File: config.mk
export PLATFORM = sky130hd
export DESIGN_NAME = wishbone_initiator
export DESIGN_NICKNAME = d
export VERILOG_FILES = /design/src/rtl/crush_wb_pkg.sv /design/src/rtl/wb_timeout_counter.sv /design/src/rtl/wishbone_initiator.sv
export SDC_FILE = /design/constraint.sdc
export NUM_CORES = 1
export LEC_CHECK = 0
export BUFFER_PORTS_ARGS = -buffer_cell sky130_fd_sc_hd__buf_2
export CORE_MARGIN = 2
export CORE_UTILIZATION = 49
export DETAILED_ROUTE_END_ITERATION = 7
export PLACE_DENSITY = 0.85
export SYNTH_ARGS = -nofsm -noshare
export SYNTH_HDL_FRONTEND = slang
export SYNTH_HIERARCHICAL = 1
export SYNTH_SLANG_ARGS = --single-unit
File: constraint.sdc
create_clock -name clk_i -period 3.4 [get_ports clk_i]
set_clock_uncertainty 0.15 [all_clocks]
set_input_delay 0.85 -clock clk_i [delete_from_list [all_inputs] [get_ports clk_i]]
set_output_delay 0.85 -clock clk_i [all_outputs]
set_load 0.01 [all_outputs]
File: src/rtl/crush_wb_pkg.sv
// crush_wb_pkg: shared Wishbone definitions for the crush SoC bus.
//   - state encoding for the initiator FSM
//   - address / data / select widths shared with the bus slaves
//   - request struct latched by the initiator
package crush_wb_pkg;

  localparam int WB_AW = 32;
  localparam int WB_DW = 32;
  localparam int WB_SW = WB_DW / 8;

  localparam logic [1:0] ST_IDLE    = 2'd0;
  localparam logic [1:0] ST_BUS     = 2'd1;
  localparam logic [1:0] ST_BACKOFF = 2'd2;

  typedef enum logic [1:0] {
    IDLE    = ST_IDLE,
    BUS     = ST_BUS,
    BACKOFF = ST_BACKOFF
  } wb_state_e;

  typedef struct packed {
    logic             we;
    logic [WB_AW-1:0] adr;
    logic [WB_SW-1:0] sel;
    logic [WB_DW-1:0] dat;
  } wb_req_t;

endpackage

File: src/rtl/wb_timeout_counter.sv
// wb_timeout_counter: saturating cycle counter that flags a stalled bus cycle.
// Ports:
//   clk_i, rst_ni  clock, async active-low reset
//   clr_i          reset the count to 0 (wins over en_i)
//   en_i           count this cycle
//   expired_o      high in the TIMEOUT_CYCLES-th enabled cycle without a clear
module wb_timeout_counter #(
  parameter int TIMEOUT_CYCLES = 256
) (
  input  logic clk_i,
  input  logic rst_ni,
  input  logic clr_i,
  input  logic en_i,
  output logic expired_o
);

  localparam int CW = $clog2(TIMEOUT_CYCLES + 1);

  logic [CW-1:0] cnt_q, cnt_d;

  always_comb begin
    cnt_d = cnt_q;
    if (clr_i)
      cnt_d = '0;
    else if (en_i && cnt_q != CW'(TIMEOUT_CYCLES))
      cnt_d = cnt_q + CW'(1);
  end

  always_ff @(posedge clk_i or negedge rst_ni) begin
    if (!rst_ni) cnt_q <= '0;
    else         cnt_q <= cnt_d;
  end

  // cnt_q counts completed cycles, so the current one is number cnt_q+1.
  assign expired_o = en_i && (cnt_q >= CW'(TIMEOUT_CYCLES - 1));

endmodule

File: src/rtl/wishbone_initiator.sv
// wishbone_initiator: single-outstanding Wishbone classic-cycle master.
// Accepts one request on a valid/ready port, runs one Wishbone cycle, retries
// on rty_i up to MAX_RETRIES times and returns a one-cycle response pulse.
// Optional macro WB_INITIATOR_TIMEOUT_EN aborts cycles that no slave ends
// within TIMEOUT_CYCLES.
// Ports:
//   clk_i, rst_ni                      clock, async active-low reset
//   req_valid_i/req_ready_o            request handshake
//   req_we_i/adr_i/sel_i/dat_i         request fields
//   rsp_valid_o/rsp_err_o/rsp_dat_o    response pulse, error flag, read data
//   cyc_o stb_o we_o adr_o sel_o dat_o Wishbone master outputs
//   dat_i ack_i err_i rty_i            Wishbone slave returns
module wishbone_initiator
  import crush_wb_pkg::*;
#(
  parameter int MAX_RETRIES    = 3,
  parameter int TIMEOUT_CYCLES = 256
) (
  input  logic             clk_i,
  input  logic             rst_ni,
  input  logic             req_valid_i,
  output logic             req_ready_o,
  input  logic             req_we_i,
  input  logic [WB_AW-1:0] req_adr_i,
  input  logic [WB_SW-1:0] req_sel_i,
  input  logic [WB_DW-1:0] req_dat_i,
  output logic             rsp_valid_o,
  output logic             rsp_err_o,
  output logic [WB_DW-1:0] rsp_dat_o,
  output logic             cyc_o,
  output logic             stb_o,
  output logic             we_o,
  output logic [WB_AW-1:0] adr_o,
  output logic [WB_SW-1:0] sel_o,
  output logic [WB_DW-1:0] dat_o,
  input  logic [WB_DW-1:0] dat_i,
  input  logic             ack_i,
  input  logic             err_i,
  input  logic             rty_i
);

  // A zero-width counter is illegal; MAX_RETRIES=0 keeps one bit.
  localparam int RW = (MAX_RETRIES > 0) ? $clog2(MAX_RETRIES + 1) : 1;

  wb_state_e        state_q, state_d;
  wb_req_t          req_q, req_d;
  logic [RW-1:0]    retry_q, retry_d;
  logic             bus_q, bus_d;
  logic             rdy_q, rdy_d;
  logic             rsp_valid_q, rsp_valid_d;
  logic             rsp_err_q, rsp_err_d;
  logic [WB_DW-1:0] rsp_dat_q, rsp_dat_d;
  logic             to_exp;

`ifdef WB_INITIATOR_TIMEOUT_EN
  logic to_clr, to_en;

  assign to_en = (state_q == BUS);

  wb_timeout_counter #(.TIMEOUT_CYCLES(TIMEOUT_CYCLES)) u_timeout (
    .clk_i     (clk_i),
    .rst_ni    (rst_ni),
    .clr_i     (to_clr),
    .en_i      (to_en),
    .expired_o (to_exp)
  );
`else
  logic unused_timeout;
  assign unused_timeout = ^TIMEOUT_CYCLES;
  assign to_exp = 1'b0;
`endif

  always_comb begin
    state_d     = state_q;
    req_d       = req_q;
    retry_d     = retry_q;
    rsp_valid_d = 1'b0;
    rsp_err_d   = rsp_err_q;
    rsp_dat_d   = rsp_dat_q;
`ifdef WB_INITIATOR_TIMEOUT_EN
    to_clr      = 1'b0;
`endif
    unique case (state_q)
      IDLE: begin
        if (req_valid_i && rdy_q) begin
          req_d   = '{we: req_we_i, adr: req_adr_i, sel: req_sel_i, dat: req_dat_i};
          retry_d = '0;
          state_d = BUS;
`ifdef WB_INITIATOR_TIMEOUT_EN
          to_clr  = 1'b1;
`endif
        end
      end
      BUS: begin
        if (err_i) begin
          rsp_valid_d = 1'b1;
          rsp_err_d   = 1'b1;
          rsp_dat_d   = '0;
          state_d     = IDLE;
        end else if (ack_i) begin
          // dat_i is only looked at here, where the slave drives it.
          rsp_valid_d = 1'b1;
          rsp_err_d   = 1'b0;
          rsp_dat_d   = req_q.we ? '0 : dat_i;
          state_d     = IDLE;
        end else if (rty_i) begin
          if (retry_q < RW'(MAX_RETRIES)) begin
            retry_d = retry_q + RW'(1);
            state_d = BACKOFF;
          end else begin
            rsp_valid_d = 1'b1;
            rsp_err_d   = 1'b1;
            rsp_dat_d   = '0;
            state_d     = IDLE;
          end
        end else if (to_exp) begin
          rsp_valid_d = 1'b1;
          rsp_err_d   = 1'b1;
          rsp_dat_d   = '0;
          state_d     = IDLE;
        end
      end
      BACKOFF: begin
        // One idle cycle so a registered slave can drop its rty.
        state_d = BUS;
`ifdef WB_INITIATOR_TIMEOUT_EN
        to_clr  = 1'b1;
`endif
      end
      default: state_d = IDLE;
    endcase
    bus_d = (state_d == BUS);
    rdy_d = (state_d == IDLE);
  end

  always_ff @(posedge clk_i or negedge rst_ni) begin
    if (!rst_ni) begin
      state_q     <= IDLE;
      req_q       <= '0;
      retry_q     <= '0;
      bus_q       <= 1'b0;
      rdy_q       <= 1'b0;
      rsp_valid_q <= 1'b0;
      rsp_err_q   <= 1'b0;
      rsp_dat_q   <= '0;
    end else begin
      state_q     <= state_d;
      req_q       <= req_d;
      retry_q     <= retry_d;
      bus_q       <= bus_d;
      rdy_q       <= rdy_d;
      rsp_valid_q <= rsp_valid_d;
      rsp_err_q   <= rsp_err_d;
      rsp_dat_q   <= rsp_dat_d;
    end
  end

  assign req_ready_o = rdy_q;
  assign rsp_valid_o = rsp_valid_q;
  assign rsp_err_o   = rsp_err_q;
  assign rsp_dat_o   = rsp_dat_q;
  assign cyc_o       = bus_q;
  assign stb_o       = bus_q;
  assign we_o        = req_q.we;
  assign adr_o       = req_q.adr;
  assign sel_o       = req_q.sel;
  assign dat_o       = req_q.dat;

endmodule

Word level (Yosys, flattened, before mapping) --
Index checks and enable logic that the tools add are counted.
Storage, ports and cells: output and inout port bits 106, logic and storage cells 56, input bits 107, register bits 109
Operators by class: muxes and demuxes 26, equal/unequal tests 9, magnitude comparators 1, reductions and logical operators 8, add/sub/neg operators 1
Operator list (number):
- $mux W32 | 5
- $mux W2 | 10
- $ne A2 B2 Y1 const B | 5
- $mux W1 | 9
- $pmux W2 S3 | 1
- $reduce_and A6 Y1 | 1
- $eq A2 B1 Y1 const B | 2
- $logic_not A2 Y1 | 2
- $pmux W2 S2 | 1
- $ne A3 B3 Y1 const B | 1
- $reduce_and A3 Y1 | 1
- $reduce_bool A3 Y1 | 1
- $add A2 B1 Y2 const B | 1
- $eq A2 B2 Y1 const B | 1
- $lt A2 B2 Y1 const B | 1
- $reduce_and A2 Y1 | 1
- $reduce_bool A2 Y1 | 1
- $logic_and A1 B1 Y1 | 1

Logic depth before layout (Yosys ltp) --
Gate-level depths: netlist of the first run.
depth in word-level cells 7, gate-level depth with buffers 6, depth with buffers taken out 5

Least setup slack after synthesis of the first run --
No wires, ideal clock.
path kind input-to-reg, from input err_i, to register retry_q[1], data arrival time 1697 ps, cell stages on the path 3, path buffers 0, path slack 1484 ps, required time 3181 ps, setup time 69 ps, cells stage by stage or3b_4 a2111o_1 nand3_1
Between the ends: cells in the longest elaborated chain, start to end 2
Ends and longest elaborated chain:
- start, declared | RTL line wishbone_initiator.sv:38 | input logic err_i,
- $ne A2 B2 Y1 (no line)
- $reduce_and A6 Y1 (no line)
- end signal, assigned | RTL line wishbone_initiator.sv:149 | retry_q <= retry_d;
- end, declared | RTL line wishbone_initiator.sv:47 | logic [RW-1:0] retry_q, retry_d;
No other way between the ends. A chain may end at the register's enable or synchronous reset.

Worst setup path after layout of the first run --
from register retry_q[0], to register rsp_err_q, in the netlist rsp_err_o
Between the ends: cells in the longest elaborated chain, start to end 3
Ends and longest elaborated chain:
- $lt A2 B2 Y1 | RTL line wishbone_initiator.sv:107 | if (retry_q < RW'(MAX_RETRIES)) begin
- $ne A3 B3 Y1 (no line)
- $reduce_and A3 Y1 (no line)
- end signal, assigned | RTL line wishbone_initiator.sv:153 | rsp_err_q <= rsp_err_d;
- end, declared | RTL line wishbone_initiator.sv:51 | logic rsp_err_q, rsp_err_d;
No other way between the ends.

==> results of run 1 <==
[worst max-delay path: stages (launching register included)]
cell and delay, ns:
dfrtp_1 0.43, ha_1 0.30, a211oi_2 0.27, nand2b_2 0.58, inv_2 0.08, o32a_1 0.18
[registers in the layout, summed over array words and instances, names as in the netlist]
name / flops
rsp_dat_o: 32
cyc_o: 1
rsp_err_o: 1
retry_q: 2
dat_o: 32
sel_o: 4
state_q: 2
rsp_valid_o: 1
adr_o: 32
we_o: 1
req_ready_o: 1
[how the worst min path moves through the flow]
stage	startpoint	to	slack (ns)	depth (start not counted)
finish	adr_o[0]	adr_o[0]	0.33	2
global route	dat_o[21]	dat_o[21]	0.36	2
CTS	dat_o[18]	dat_o[18]	0.33	2
detailed placement	dat_o[6]	dat_o[6]	0.31	2
global placement	dat_o[16]	dat_o[16]	0.30	2
floorplan	retry_q[1]	retry_q[1]	0.34	2
[routing by layer]
layer	global-route usage (%)	vias up	wire (um)	share of wire, %
li1	-	1884	-	-
met2	38.0	168	5320	50
met4	7.48	0	160	1.5
met5	0	-	0	0
met3	6.19	18	783	7.4
met1	27.6	1872	4310	41
[synthesized netlist by cell type]
cell,n,share of area (%)
a2111o_1,2,0.52
a211oi_2,1,0.29
a21oi_1,2,0.23
buf_1,4,0.35
buf_2,3,0.35
buf_4,6,1.0
clkbuf_1,17,1.5
dfrtp_1,109,64
ha_1,1,0.29
inv_1,2,0.18
inv_2,1,0.087
nand2_1,239,21
nand2b_1,1,0.15
nand2b_2,1,0.20
nand3_1,4,0.47
nand4bb_1,1,0.26
nor2_1,1,0.087
nor2b_1,1,0.15
nor3_1,1,0.12
nor3b_2,1,0.29
nor4bb_1,1,0.23
o211ai_1,2,0.35
o21ai_0,32,3.7
o21ai_1,34,4.0
o32a_1,1,0.23
or3b_4,1,0.26
or4_1,1,0.18
[per-stage QoR]
step	hold slack, ns	utilization, %
3_3_place_gp	0.302	63.3
2_1_floorplan	0.345	-
4_1_cts	0.334	65.5
3_5_place_dp	0.308	63.3
6_report	0.328	65.5
5_1_grt	0.355	65.5
[cells by family after synthesis]
group	Yosys count	share of synthesized area, %
AO/OA/AOI/OAI	74	9.33
adder cells (fa/ha/maj)	1	0.292
flip-flops	109	63.6
buffers and inverters	33	3.50
AND/OR/NAND/NOR	253	23.3
[area by class of cell]
type	instances	area share, %
well taps	108	2.40
clock buffers	11	2.51
inverters	3	0.200
clock inverters	4	0.867
repair buffers	218	19.9
flip-flops and latches	109	48.5
multi-input cells	328	25.7
[power groups by stage]
stage          clock, mW  sequential [mW]  combinational, mW
2_1_floorplan          0             2.23              0.560
3_3_place_gp           0             2.00               1.43
3_5_place_dp           0             2.02               1.49
4_1_cts            0.786             2.00               1.49
5_1_grt            0.841             2.06               1.64
6_report           0.766             2.00               1.47
==> metrics.txt, run 1 <==
area occupied by multi-input gates=1440 um2; Reg area=2730 um2; WL/cell=13.5 um; synth-to-layout area growth=31.2%; Max Slew Vio Count=0; Setup WS pre-CTS=1.08 ns; Worst Tran Pin Value=0.772 ns; pin count of the biggest net entering global routing=70; most common cell after layout, fill and taps aside=nand2_1; Post-Layout Inst Area=5630 um2; CTS tree=built; Placed Cells=766; DIE AREA=9520 um2; vias per std cell=5.05; DP Wirelength=7760 um; number of I/O pins=213; RSZ-0062 raised after global routing=false; Initial Utilization=49.9%; Mean Syn Cell Area=9.13 um2; Overall Power=4.24 mW; H-tree Lvls=3; clock slew at reported path FFs=0.10 ns; Leak=3.19 nW; routed via count=3,942; Clock Power Share=18.1%; Sw Pwr=1.55 mW; Setup crit start kind=flop; clock tree buffer depth=2; PostCTS Resize Cnt=0; Mapped Area=4290 um2; vias in the first global route=3,852; 1st-iter DRT viols=155; drt drc=0; layout cells sized above 1=35.5%; Switching Share=36.5%; first-pass GRT wire length=17,500 um; Internal Power=2.69 mW; # port buffers=212; final worst-path cycle share=62.0%; register area share after synthesis=63.6%; placer congestion estimate=0.834; DIE WIDTH=97.6 um; yosys warns=6; Setup TNS Final=0 ns; Rows=34; DP Area=5440 um2; clock sinks=109; Crit path required time=3.48 ns; Tmin final=2.11 ns; n_diodes=0; Reg-to-Reg End=rsp_err_o; Seq pwr share=47.3%; post-CTS setup buffer count=0; most frequent cells in the layout=nand2_1, buf_2, dfrtp_1; DR pass1 iterations=4; Net count, final=777; final std cells w/o fill=781; R2R depth=5; RR Startpoint=retry_q[0]; CTS root buf=clkbuf_8; Final Hold Violating Endpoints=0; TritonCTS Buffers=9; Critical Path AT=2.19 ns; status=complete, no violations; CORE AREA=8590 um2; Routed Antenna Nets=0; WL final=10,600 um; Global Route Usage Sum=22.3%; final setup margin=1.29 ns; Yosys reg bits=109; Post-Synthesis Cells=470; fmax=474 MHz; Die Ht=97.6 um; Clk Latency, worst-skew pair=0.35 ns; Worst setup endpoint=rsp_err_o; CP max FO=33; syn nets=578; CP startpoint=retry_q[0]; Worst Setup Path Type=reg -> reg; Synth cell types=27; fill cell count=734; VDD IR max=0.394 mV; worst hold path type=reg -> reg; Slew Limit Headroom=48.5%; R2R Setup Slk=1.29 ns; critical path capture point type=flop; max cap viols=0; Hold Buf Count CTS=0; Logic pwr share=34.6%; initial antenna violation count=0; setup violators final=0; GR Overflow Total=0; power per standard cell area=753 nW/um2
No activity file was read; power rests on OpenSTA's default activity.
==> inputs of run 2 (changes only) <==
Settings changed: CORE_UTILIZATION 49 to 41, PLACE_DENSITY 0.85 to 0.76.
Clock period 3.4 ns to 1.8 ns, I/O delays scaled along.
==> run 2 against run 1 <==
Net effect: sequential share of layout area fell by 1.1 points; register-to-register slack got worse by 1.2 ns; fmax grew 25%; power up 86%; design area up 2.3%; cell count up 4.5%; die area is 19% higher; count of clock-buffer cells in the layout did not move.
==> metrics.txt, run 2 (same netlist as run 1, synthesis figures left out) <==
status=complete, no violations (unchanged); RSZ-0062 raised after global routing=false (unchanged); Seq pwr share=47.9% (was 47.3%); number of I/O pins=213 (unchanged); placer congestion estimate=0.748 (was 0.834); vias in the first global route=3,922 (was 3,852); Final Hold Violating Endpoints=0 (unchanged); Crit path required time=1.89 ns (was 3.48 ns); layout cells sized above 1=36.0% (was 35.5%); Post-Layout Inst Area=5760 um2 (was 5630 um2); Tmin final=1.69 ns (was 2.11 ns); n_diodes=0 (unchanged); power per standard cell area=1370 nW/um2 (was 753 nW/um2); Switching Share=36.8% (was 36.5%); post-CTS setup buffer count=0 (unchanged); Die Ht=106 um (was 97.6 um); R2R Setup Slk=0.11 ns (was 1.29 ns); Logic pwr share=36.4% (was 34.6%); WL/cell=13.1 um (was 13.5 um); final worst-path cycle share=93.9% (was 62.0%); CTS root buf=clkbuf_8 (unchanged); vias per std cell=4.83 (was 5.05); worst hold stages=3 (was 2); Internal Power=4.98 mW (was 2.69 mW); RR Startpoint=retry_q[0] (unchanged); drt drc=0 (unchanged); Initial Utilization=41.9% (was 49.9%); VDD IR max=0.553 mV (was 0.394 mV); Rows=37 (was 34); Leak=3.23 nW (was 3.19 nW); fmax=592 MHz (was 474 MHz); GR Overflow Total=0 (unchanged); first-pass GRT wire length=17,500 um (about the same); DIE WIDTH=106 um (was 97.6 um); Setup crit start kind=flop (unchanged); Clock Power Share=15.7% (was 18.1%); Sw Pwr=2.90 mW (was 1.55 mW); synth-to-layout area growth=34.2% (was 31.2%); clock sinks=109 (unchanged); most frequent cells in the layout=nand2_1, buf_2, dfrtp_1 (unchanged); initial antenna violation count=0 (unchanged); worst hold path type=in -> reg (was reg -> reg); most common cell after layout, fill and taps aside=nand2_1 (unchanged); Slew Limit Headroom=78.5% (was 48.5%); setup violators final=0 (unchanged); Global Route Usage Sum=19.2% (was 22.3%); clock slew at reported path FFs=0.09 ns (was 0.10 ns); critical path capture point type=flop (unchanged); 1st-iter DRT viols=303 (was 155); TritonCTS Buffers=9 (unchanged); max cap viols=0 (unchanged); WL final=10,700 um (was 10,600 um); CTS tree=built (unchanged); R2R depth=5 (unchanged); CP max FO=25 (was 33); CORE AREA=10,200 um2 (was 8590 um2); fill cell count=906 (was 734); Net count, final=785 (was 777); DR pass1 iterations=6 (was 4); H-tree Lvls=3 (unchanged); Clk Latency, worst-skew pair=0.35 ns (about the same); DP Wirelength=7710 um (was 7760 um); Critical Path AT=1.78 ns (was 2.19 ns); min-delay src=req_dat_i[2] (was adr_o[0]); Worst Tran Pin Value=0.323 ns (was 0.772 ns); routed via count=3,942 (unchanged); pin count of the biggest net entering global routing=70 (unchanged); Worst Setup Path Type=reg -> reg (unchanged); Reg-to-Reg End=rsp_dat_o[5] (was rsp_err_o); Setup TNS Final=0 ns (unchanged); Max Slew Vio Count=0 (unchanged); DP Area=5600 um2 (was 5440 um2); # port buffers=212 (unchanged); Overall Power=7.88 mW (was 4.24 mW); Routed Antenna Nets=0 (unchanged); clock tree buffer depth=2 (unchanged); DIE AREA=11,300 um2 (was 9520 um2); CP startpoint=retry_q[0] (unchanged); Hold Path Sink=dat_o[2] (was adr_o[0])
-- run 2: worst max-delay path by stage --
| stage | depth (start not counted) | slack (ns) | to |
|---|---|---|---|
| 3_5_place_dp | 5 | 0.07 | rsp_dat_o[23] |
| 3_3_place_gp | 4 | 0.14 | retry_q[1] |
| 6_report | 5 | 0.11 | rsp_dat_o[5] |
| 2_1_floorplan | 5 | 0.06 | rsp_dat_o[22] |
| 4_1_cts | 5 | 0.06 | rsp_dat_o[6] |
| 5_1_grt | 5 | 0.02 | rsp_dat_o[7] |
-- run 2: repair_timing --
item | in CTS | in global routing
hold buffers | 1 | 0
endpoints found under the hold margin | 21 | 0
gates resized for setup | 0 | 2
setup endpoints to repair | 0 | 31
-- run 2: final cells by class --
type	instances	area, um2	area share, %
tap	136	170	2.96
sequential	109	2730	47.4
inverter	3	11.3	0.196
multi-input combinational	328	1450	25.2
timing repair buffer	226	1250	21.7
clock buffer	11	131	2.28
clock inverter	3	15.0	0.261
-- run 2: power groups by stage --
stage	Combinational, mW	Clock [mW]	Sequential [mW]
2_1_floorplan	1.06	0	4.22
3_3_place_gp	2.82	0	3.78
3_5_place_dp	2.91	0	3.82
4_1_cts	2.91	1.29	3.78
5_1_grt	3.20	1.40	3.88
6_report	2.87	1.23	3.78
-- run 2: through the flow --
step	utilization (%)	setup slack [ns]	instances	hold WS [ns]
global route	56.3	0.0211	816	0.112
detailed placement	54.7	0.0713	801	0.226
CTS	56.2	0.0630	816	0.107
finish	56.3	0.110	816	0.129
global placement	54.7	0.142	801	0.226
floorplan	-	0.0588	470	0.00441
-- run 2: critical path: stages (launching register included) --
cell      delay [ns]
dfrtp_1         0.43
ha_2            0.24
a211oi_2        0.27
nand2b_2        0.22
buf_12          0.17
o21ai_1         0.09
-- run 2: layer usage --
metal	vias up	share of wire (%)	track usage [%]
li1	1897	-	-
met1	1841	41	23.7
met2	189	49	33.2
met3	15	8.2	4.66
met4	0	1.4	6.20
met5	-	0	0
